--- config.mk ---
export PLATFORM = sky130hd
export DESIGN_NAME = piso_tx
export DESIGN_NICKNAME = d
export VERILOG_FILES = /design/src/rtl/piso_pkg.sv /design/src/rtl/piso_bit_cnt.sv /design/src/rtl/piso_tx.sv
export SDC_FILE = /design/constraint.sdc
export NUM_CORES = 1
export LEC_CHECK = 0
export BUFFER_PORTS_ARGS = -buffer_cell sky130_fd_sc_hd__buf_4
export CAP_MARGIN = 10
export CORE_AREA = 5 5 42 44
export CTS_CLUSTER_DIAMETER = 100
export CTS_CLUSTER_SIZE = 40
export DETAILED_ROUTE_END_ITERATION = 6
export DIE_AREA = 0 0 47 49
export PLACE_DENSITY = 0.79
export SYNTH_ARGS = -nofsm -noshare
export SYNTH_HDL_FRONTEND = slang
export SYNTH_SLANG_ARGS = --single-unit
export TNS_END_PERCENT = 50
--- constraint.sdc ---
create_clock -name clk -period 1.8 [get_ports clk]
set_input_delay 0.18 -clock clk [delete_from_list [all_inputs] [get_ports clk]]
set_output_delay 0.18 -clock clk [all_outputs]
set_load 0.02 [all_outputs]
--- src/rtl/piso_pkg.sv ---
// Shared types and constants for the piso_tx serial transmitter.
// Holds the FSM state encoding, counter sizing helper and default idle line level.
package piso_pkg;

  typedef enum logic [1:0] {
    IDLE   = 2'd0,
    SHIFT  = 2'd1,
    PARITY = 2'd2
  } state_t;

  localparam bit IDLE_LEVEL_DEF = 1'b0;

  // Bit index counter needs clog2(WIDTH) bits, but never fewer than one.
  function automatic int cnt_width(input int width);
    return (width <= 2) ? 1 : $clog2(width);
  endfunction

endpackage

--- src/rtl/piso_bit_cnt.sv ---
// Bit index counter for piso_tx: zero-latency is_last flag, count updates on the next edge.
// No backpressure; clear has priority over inc, and the count never wraps on its own.
module piso_bit_cnt
  import piso_pkg::*;
#(
  parameter int WIDTH = 8,
  parameter int CW    = cnt_width(WIDTH)
) (
  input  logic          clk,
  input  logic          rstn,
  input  logic          clear,
  input  logic          inc,
  output logic [CW-1:0] count,
  output logic          is_last
);

  localparam logic [CW-1:0] LAST = CW'(WIDTH - 1);

  always_ff @(posedge clk) begin
    if (!rstn) begin
      count <= '0;
    end else if (clear) begin
      count <= '0;
    end else if (inc) begin
      count <= count + 1'b1;
    end
  end

  assign is_last = (count == LAST);

endmodule

--- src/rtl/piso_tx.sv ---
// Parallel-in serial-out transmitter; first bit on d_out one edge after accept, optional parity under PISO_TX_PARITY_EN.
// Valid/ready input: ready in IDLE and in the final serial cycle, so back-to-back frames leave no gap.
module piso_tx
  import piso_pkg::*;
#(
  parameter int WIDTH      = 8,
  parameter bit MSB_FIRST  = 1'b1,
  parameter bit IDLE_LEVEL = IDLE_LEVEL_DEF
) (
  input  logic             clk,
  input  logic             rstn,
  input  logic [WIDTH-1:0] data_in,
  input  logic             valid_in,
  output logic             ready_out,
  output logic             d_out,
  output logic             frame_out,
  output logic             last_out
);

  localparam int CW = cnt_width(WIDTH);

  state_t           state, state_nxt;
  logic [WIDTH-1:0] sreg, sreg_nxt, sreg_shift, load_rest;
  logic             first_bit, shift_bit;
  logic             d_nxt, frame_nxt;
  logic             accept, cnt_clear, cnt_inc, is_last;
  logic [CW-1:0]    count;
`ifdef PISO_TX_PARITY_EN
  logic             par_q, par_nxt;
`endif

  piso_bit_cnt #(.WIDTH(WIDTH), .CW(CW)) u_bit_cnt (
    .clk     (clk),
    .rstn    (rstn),
    .clear   (cnt_clear),
    .inc     (cnt_inc),
    .count   (count),
    .is_last (is_last)
  );

  // sreg holds only the bits still to be sent; d_out already carries the current one.
  generate
    if (MSB_FIRST) begin : g_msb
      assign first_bit  = data_in[WIDTH-1];
      assign load_rest  = {data_in[WIDTH-2:0], 1'b0};
      assign shift_bit  = sreg[WIDTH-1];
      assign sreg_shift = {sreg[WIDTH-2:0], 1'b0};
    end else begin : g_lsb
      assign first_bit  = data_in[0];
      assign load_rest  = {1'b0, data_in[WIDTH-1:1]};
      assign shift_bit  = sreg[0];
      assign sreg_shift = {1'b0, sreg[WIDTH-1:1]};
    end
  endgenerate

  always_comb begin
    ready_out = 1'b0;
    last_out  = 1'b0;
    if (rstn) begin
      case (state)
        IDLE:   ready_out = 1'b1;
`ifdef PISO_TX_PARITY_EN
        PARITY: begin
          ready_out = 1'b1;
          last_out  = 1'b1;
        end
`else
        SHIFT: begin
          ready_out = is_last;
          last_out  = is_last;
        end
`endif
        default: begin
          ready_out = 1'b0;
          last_out  = 1'b0;
        end
      endcase
    end
  end

  assign accept = valid_in & ready_out;

  always_comb begin
    state_nxt = state;
    sreg_nxt  = sreg;
    d_nxt     = d_out;
    frame_nxt = frame_out;
    cnt_clear = 1'b0;
    cnt_inc   = 1'b0;
`ifdef PISO_TX_PARITY_EN
    par_nxt   = par_q;
`endif
    if (accept) begin
      state_nxt = SHIFT;
      sreg_nxt  = load_rest;
      d_nxt     = first_bit;
      frame_nxt = 1'b1;
      cnt_clear = 1'b1;
`ifdef PISO_TX_PARITY_EN
      par_nxt   = ^data_in;
`endif
    end else begin
      case (state)
        SHIFT: begin
          if (is_last) begin
`ifdef PISO_TX_PARITY_EN
            state_nxt = PARITY;
            d_nxt     = par_q;
`else
            state_nxt = IDLE;
            d_nxt     = IDLE_LEVEL;
            frame_nxt = 1'b0;
`endif
          end else begin
            sreg_nxt = sreg_shift;
            d_nxt    = shift_bit;
            cnt_inc  = 1'b1;
          end
        end
`ifdef PISO_TX_PARITY_EN
        PARITY: begin
          state_nxt = IDLE;
          d_nxt     = IDLE_LEVEL;
          frame_nxt = 1'b0;
        end
`endif
        default: begin
          state_nxt = IDLE;
          d_nxt     = IDLE_LEVEL;
          frame_nxt = 1'b0;
        end
      endcase
    end
  end

  always_ff @(posedge clk) begin
    if (!rstn) begin
      state     <= IDLE;
      sreg      <= '0;
      d_out     <= IDLE_LEVEL;
      frame_out <= 1'b0;
`ifdef PISO_TX_PARITY_EN
      par_q     <= 1'b0;
`endif
    end else begin
      state     <= state_nxt;
      sreg      <= sreg_nxt;
      d_out     <= d_nxt;
      frame_out <= frame_nxt;
`ifdef PISO_TX_PARITY_EN
      par_q     <= par_nxt;
`endif
    end
  end

  // The bit index stays inside the word while a frame is shifting.
  a_count_range: assert property (@(posedge clk) disable iff (!rstn)
    (state == SHIFT) |-> (int'(count) <= WIDTH - 1));

endmodule

==> key figures, run 1 <==
Run status
  – Status: completed

Synth
  – #FFs+latches synth: 12
  – Synth Net Count: between 60 and 70
  – Mean Syn Cell Area: ~10 um2
  – Post-synthesis sequential area ratio: between 40% and 50%
  – Cell count after synthesis: 55
  – Yosys cell types: 21
  – Yosys Warn Count: 0
  – Post-synthesis cell area: roughly 570 um2

Global routing
  – First-pass GRT wire length: about 1.7 mm
  – GRT Util Overall: approximately 9.8%
  – Vias in the first global route: 417
  – Largest net degree at the start of global routing: 17
  – Initial antenna violation count: 0
  – Gr ovfl total: 0

Clocking
  – CTS max path bufs: 2
  – Clock sink total: 12
  – H-tree depth: 1
  – Hold_buf cts: 0
  – Clk root buf: clkbuf_4
  – Post-CTS Resized: 0
  – Clk slew on worst S/H paths: roughly 70 ps
  – CTS Buf Count: 3
  – Clk Latency, worst-skew pair: about 270 ps
  – CTS tree: yes
  – Setup Fix Bufs, Post-CTS: 0

Setup path
  – Delay of the slowest critical-path stage: about 320 ps
  – Crit Path Max Fanout: 3
  – Worst r2r dst: sreg[4]
  – CP cell instances: ha_1, ha_1, nand2b_1, and2_4, buf_4
  – Reg2reg setup slack: 410 ps
  – Worst R2R Path Depth: 6
  – Critical Path Start Type: register
  – Worst Path Buf+Inv: 1
  – Worst EP required: 1620 ps
  – Worst path depth: 5
  – Crit end category: output pin
  – CP endpoint: ready_out
  – Most used cell, CP: ha_1
  – Critical-path top delay cell: dfxtp_1
  – R2r startpoint: u_bit_cnt.count[0]
  – Critical path origin: u_bit_cnt.count[0]
  – Arrival time at the worst endpoint: 1460 ps
  – CP delay by family, top: adder cells
  – Type of the worst setup path: reg -> out

Route
  – Final WL: around 1000 um
  – Met1 WL: about 440 um
  – Drt via density: around 5.0
  – DRT Pass-1 Iters: 2
  – Routed wl met2: 454 um
  – Vias: 425
  – Initial DRC count: 1
  – Post-DRT Antenna Nets: 0
  – DRC viols: 0
  – DR WL/cell: about 11 um
  – Met3 routed WL: around 61 um
  – Max layer used: met4

Place
  – Post-DP HPWL: roughly 730 um
  – Port Buffers: 14
  – Placer Congestion: 0.654

Timing
  – Final setup fails: 0
  – Clock Skews: between 3 and 4 ps
  – Crit path time final: around 1600 ps
  – Unrepaired setup endpoints after global routing: no
  – Sum Neg Setup Slack: 0 ps
  – Slew HR: ~83%
  – Final period util: 91.1%
  – Final hold vios: 0
  – F_max: roughly 610 MHz
  – Worst-Margin Slew: around 240 ps
  – Final Max Slew Viols: 0

Cells and area
  – Antenna cells: 0
  – Filler cell count: ~140
  – Share of cells above drive strength 1: between 30% and 40%
  – # nets final: 84
  – Synth-to-layout area growth: 19.8%

Die
  – Starting density of the core: between 40 and 50%
  – Ports: 15
  – Die X: ~47 um
  – FP Rows: 14
  – Die area: 2300 um2
  – Die height: 49 um
  – Core ar.: 1400 um2

Power and ir drop
  – Switch share: about a quarter
  – Design internal power: 408 uW
  – Static leakage: a little over 0.0003 uW
  – Total Power: 539 uW
  – Combinational share of power: about 16%
  – Worst vdd ir: roughly 0.00045 V
  – Flop pwr share: between 50% and 60%
  – P_sw: about 130 uW
  – Clock group share of total power: between 20 and 30%
  – Pwr dens: about 800 nW/um2

Flow run
  – Max_cap viols: 0

Min path
  – Hold Crit Class: in -> reg
  – Worst hold path startpoint: data_in[7]
## worst min-delay path by stage
stage | cells after the start | slack [ps] | endpoint
after CTS | 3 | 200 | d_out
after floorplan | 1 | 330 | u_bit_cnt.count[1]
final | 3 | 200 | d_out
after global placement | 2 | 440 | d_out
after detailed placement | 2 | 450 | d_out
after global routing | 2 | 210 | u_bit_cnt.count[0]
## kinds of logic after synthesis
logic type,share of synthesized area (%)
mux,12.3
flops,42.2
compound gates,17.1
buf+inv,7.47
fa+ha+maj,4.39
simple gates,16.5
## layout by cell type (no fill, tap or decap)
cell type   n
o21ai_1     4
and2b_4     1
o21ai_0     2
o21a_1      2
nor2_1      1
mux2i_1     7
clkbuf_4    3
nand2b_1    1
nand3_1     1
ha_1        2
a21oi_1     6
a21boi_1    3
nand3b_1    2
and3_2      1
buf_4      15
nor2b_4     1
nand2_1     3
dfxtp_1    12
and2_4      1
nor3b_2     1
## power groups by stage
stage          combinational, uW  clock (uW)  sequential (uW)
2_1_floorplan               61.7           0              300
3_3_place_gp                87.5           0              297
3_5_place_dp                89.4           0              298
4_1_cts                     89.4         164              292
5_1_grt                     97.8         181              294
6_report                    87.6         159              292
## per-layer routing
layer,up-vias,global-route usage (%)
met5,-,0
met4,0,5.53
met3,5,3.32
met2,12,13.8
met1,187,12.6
li1,221,-
## sequential cells by signal, indices dropped and copies added, names as in the netlist
| signal | count |
|---|---|
| sreg | 7 |
| u_bit_cnt.count | 3 |
| d_out | 1 |
| state | 1 |
## metrics by stage
step	hold WS (ps)	cells	instance area, um2	setup WS [ps]	utilization, %
floorplan	333	55	569	441	-
global placement	442	82	659	460	47.1
detailed placement	453	82	659	420	47.1
CTS	201	85	682	147	48.7
global route	207	85	682	60.1	48.7
finish	199	85	682	159	48.7
## worst reg2reg max path, delay by kind of cell (launching register included)
kind                       cells  cell delay [ps]
AOI/OAI and AO/OA              2              210
adders and majority gates      2              400
buffers and inverters          1              190
DFF                            1              320
and+or+nand+nor                1              160
## area by class of cell
class / instances / area, um2 / area share, %
Multi-Input combinational cell: 39 / 287 / 42.0
Tap cell: 16 / 20.0 / 2.94
Clock buffer: 3 / 22.5 / 3.30
Timing Repair Buffer: 15 / 113 / 16.5
Sequential cell: 12 / 240 / 35.2
## Yosys cell counts (all sizes together)
library cell,n,area (um2)
buf,3,37.5
o21a,2,15.0
nand2,3,11.3
clkbuf,1,5.00
nand3,1,5.00
and2b,1,10.0
nand2b,1,6.26
nor3b,1,12.5
mux2i,7,70.1
nand3b,2,15.0
dfxtp,12,240
a21boi,3,22.5
o21ai,6,30.0
a21oi,6,30.0
nor2,1,3.75
nor2b,1,13.8
and2,1,8.76
ha,2,25.0
and3,1,7.51
Power figures use the tool's default switching activity.
==> run 2: changes to the inputs <==
--- a/config.mk
+++ b/config.mk
@@ -12,7 +12,7 @@
 export CTS_CLUSTER_SIZE = 40
 export DETAILED_ROUTE_END_ITERATION = 6
 export DIE_AREA = 0 0 47 49
-export PLACE_DENSITY = 0.79
+export PLACE_DENSITY = 0.72
 export SYNTH_ARGS = -nofsm -noshare
 export SYNTH_HDL_FRONTEND = slang
 export SYNTH_SLANG_ARGS = --single-unit
==> run 2 against run 1 <==
Global-route usage grew 0.56 points. Die area unchanged. Combinational power grew 2%. Count of clock-buffer cells in the layout stayed put. Largest cell class unchanged.
==> key figures, run 2 (same netlist as run 1, synthesis figures left out) <==
Timing
  – Crit path time final: roughly 1700 ps
  – Unrepaired setup endpoints after global routing: no
  – Final setup fails: 0
  – Final hold vios: 0
  – Clock Skews: about 4.5 ps
  – Sum Neg Setup Slack: 0 ps
  – Final Max Slew Viols: 0
  – Final period util: 94.8%
  – Final hold slack: a little over 200 ps
  – F_max: 586 MHz
  – Slew HR: 83.3%
  – Worst-Margin Slew: around 240 ps

Clocking
  – H-tree depth: 1
  – CTS Buf Count: 3
  – Clk Latency, worst-skew pair: 260 ps
  – CTS tree: yes
  – Clk slew on worst S/H paths: about 70 ps
  – Setup Fix Bufs, Post-CTS: 0
  – Post-CTS Resized: 0
  – CTS max path bufs: 2
  – Clock sink total: 12
  – Hold_buf cts: 0
  – Clk root buf: clkbuf_4

Die
  – FP Rows: 14
  – Die height: between 40 and 50 um
  – Starting density of the core: between 40% and 50%
  – Core ar.: ~1400 um2
  – Die X: about 47 um
  – Die area: 2300 um2
  – Ports: 15

Cells and area
  – Commonest cells after routing, fill and taps aside: 15 x buf_4, 12 x dfxtp_1, 7 x mux2i_1, 6 x a21oi_1, 4 x o21ai_1
  – Most common cell after layout, fill and taps aside: buf_4
  – Filler cell count: around 140
  – Share of cells above drive strength 1: 34.8%
  – Final Core Density: between 40 and 50%
  – Max reg flops: 7
  – Antenna cells: 0
  – Synth-to-layout area growth: 20.2%
  – # nets final: between 80 and 90
  – Biggest register: sreg
  – Final instance area: between 600 and 700 um2
  – Regs by FF count: sreg x7, u_bit_cnt.count x3

Route
  – Post-DRT Antenna Nets: 0
  – DRT Pass-1 Iters: 4
  – DR WL/cell: 11.9 um
  – Drt via density: 4.95
  – Final WL: 1.02 mm
  – DRC viols: 0
  – Vias: 421
  – Initial DRC count: 4

Setup path
  – Worst EP required: between 1500 and 2000 ps
  – Critical Path Start Type: register
  – Crit end category: output pin
  – Arrival time at the worst endpoint: 1530 ps
  – Crit Path Max Fanout: 7
  – Type of the worst setup path: reg -> out

Global routing
  – First-pass GRT wire length: 1.75 mm
  – GRT Util Overall: between 10% and 20%
  – Initial antenna violation count: 0
  – Vias in the first global route: between 400 and 500
  – Gr ovfl total: 0
  – Largest net degree at the start of global routing: 14

Place
  – Placed cell area: roughly 660 um2
  – Placer Congestion: between 0.7 and 0.8
  – Port Buffers: 14
  – Post-DP HPWL: ~750 um

Power and ir drop
  – Static leakage: 0.000310 uW
  – Worst vdd ir: 0.000493 V
  – Pwr dens: around 800 nW/um2

Flow run
  – Max_cap viols: 0

Min path
  – Hold Crit Class: in -> reg

Run status
  – Status: completed
run 2: per-layer routing:
metal | vias up | global-route usage, % | part of all wire (%)
met5 | - | 0 | 0
met4 | 0 | 5.53 | 0.89
met3 | 2 | 2.21 | 4.4
met2 | 8 | 14.7 | 47
met1 | 190 | 14.2 | 47
li1 | 221 | - | -
run 2: report_power, final:
| group | internal, uW | total [uW] | switching, uW |
|---|---|---|---|
| Combinational | 47.7 | 89.1 | 41.4 |
| Clock | 77.1 | 156 | 78.5 |
| Sequential | 283 | 293 | 9.51 |
run 2: final timing paths:
path                                          from         to  slack (ps)  cells past startpoint
worst max-delay path            u_bit_cnt.count[0]  ready_out          90                      5
worst min register to register             sreg[7]      d_out         470                      2
worst max register to register  u_bit_cnt.count[0]    sreg[7]         340                      6
worst min-delay path                    data_in[7]      d_out         210                      3
run 2: cell type report:
type                       count  area (um2)  area share [%]
tap                           16        20.0            2.93
multi-input combinational     39         289            42.2
timing repair buffer          15         113            16.5
clock buffer                   3        22.5            3.29
sequential                    12         240            35.1
run 2: per-stage QoR:
step,total power [uW],setup WS (ps),std cells
3_5_place_dp,388,322,82
6_report,537,93.6,85
3_3_place_gp,385,368,82
5_1_grt,574,1.85,85
2_1_floorplan,362,441,55
4_1_cts,547,49.1,85
run 2: critical path: stages, from the launching register on:
cell      delay (ps)
dfxtp_1          320
ha_1             200
ha_1             190
nand2b_2         230
and2_4           180
buf_4            150
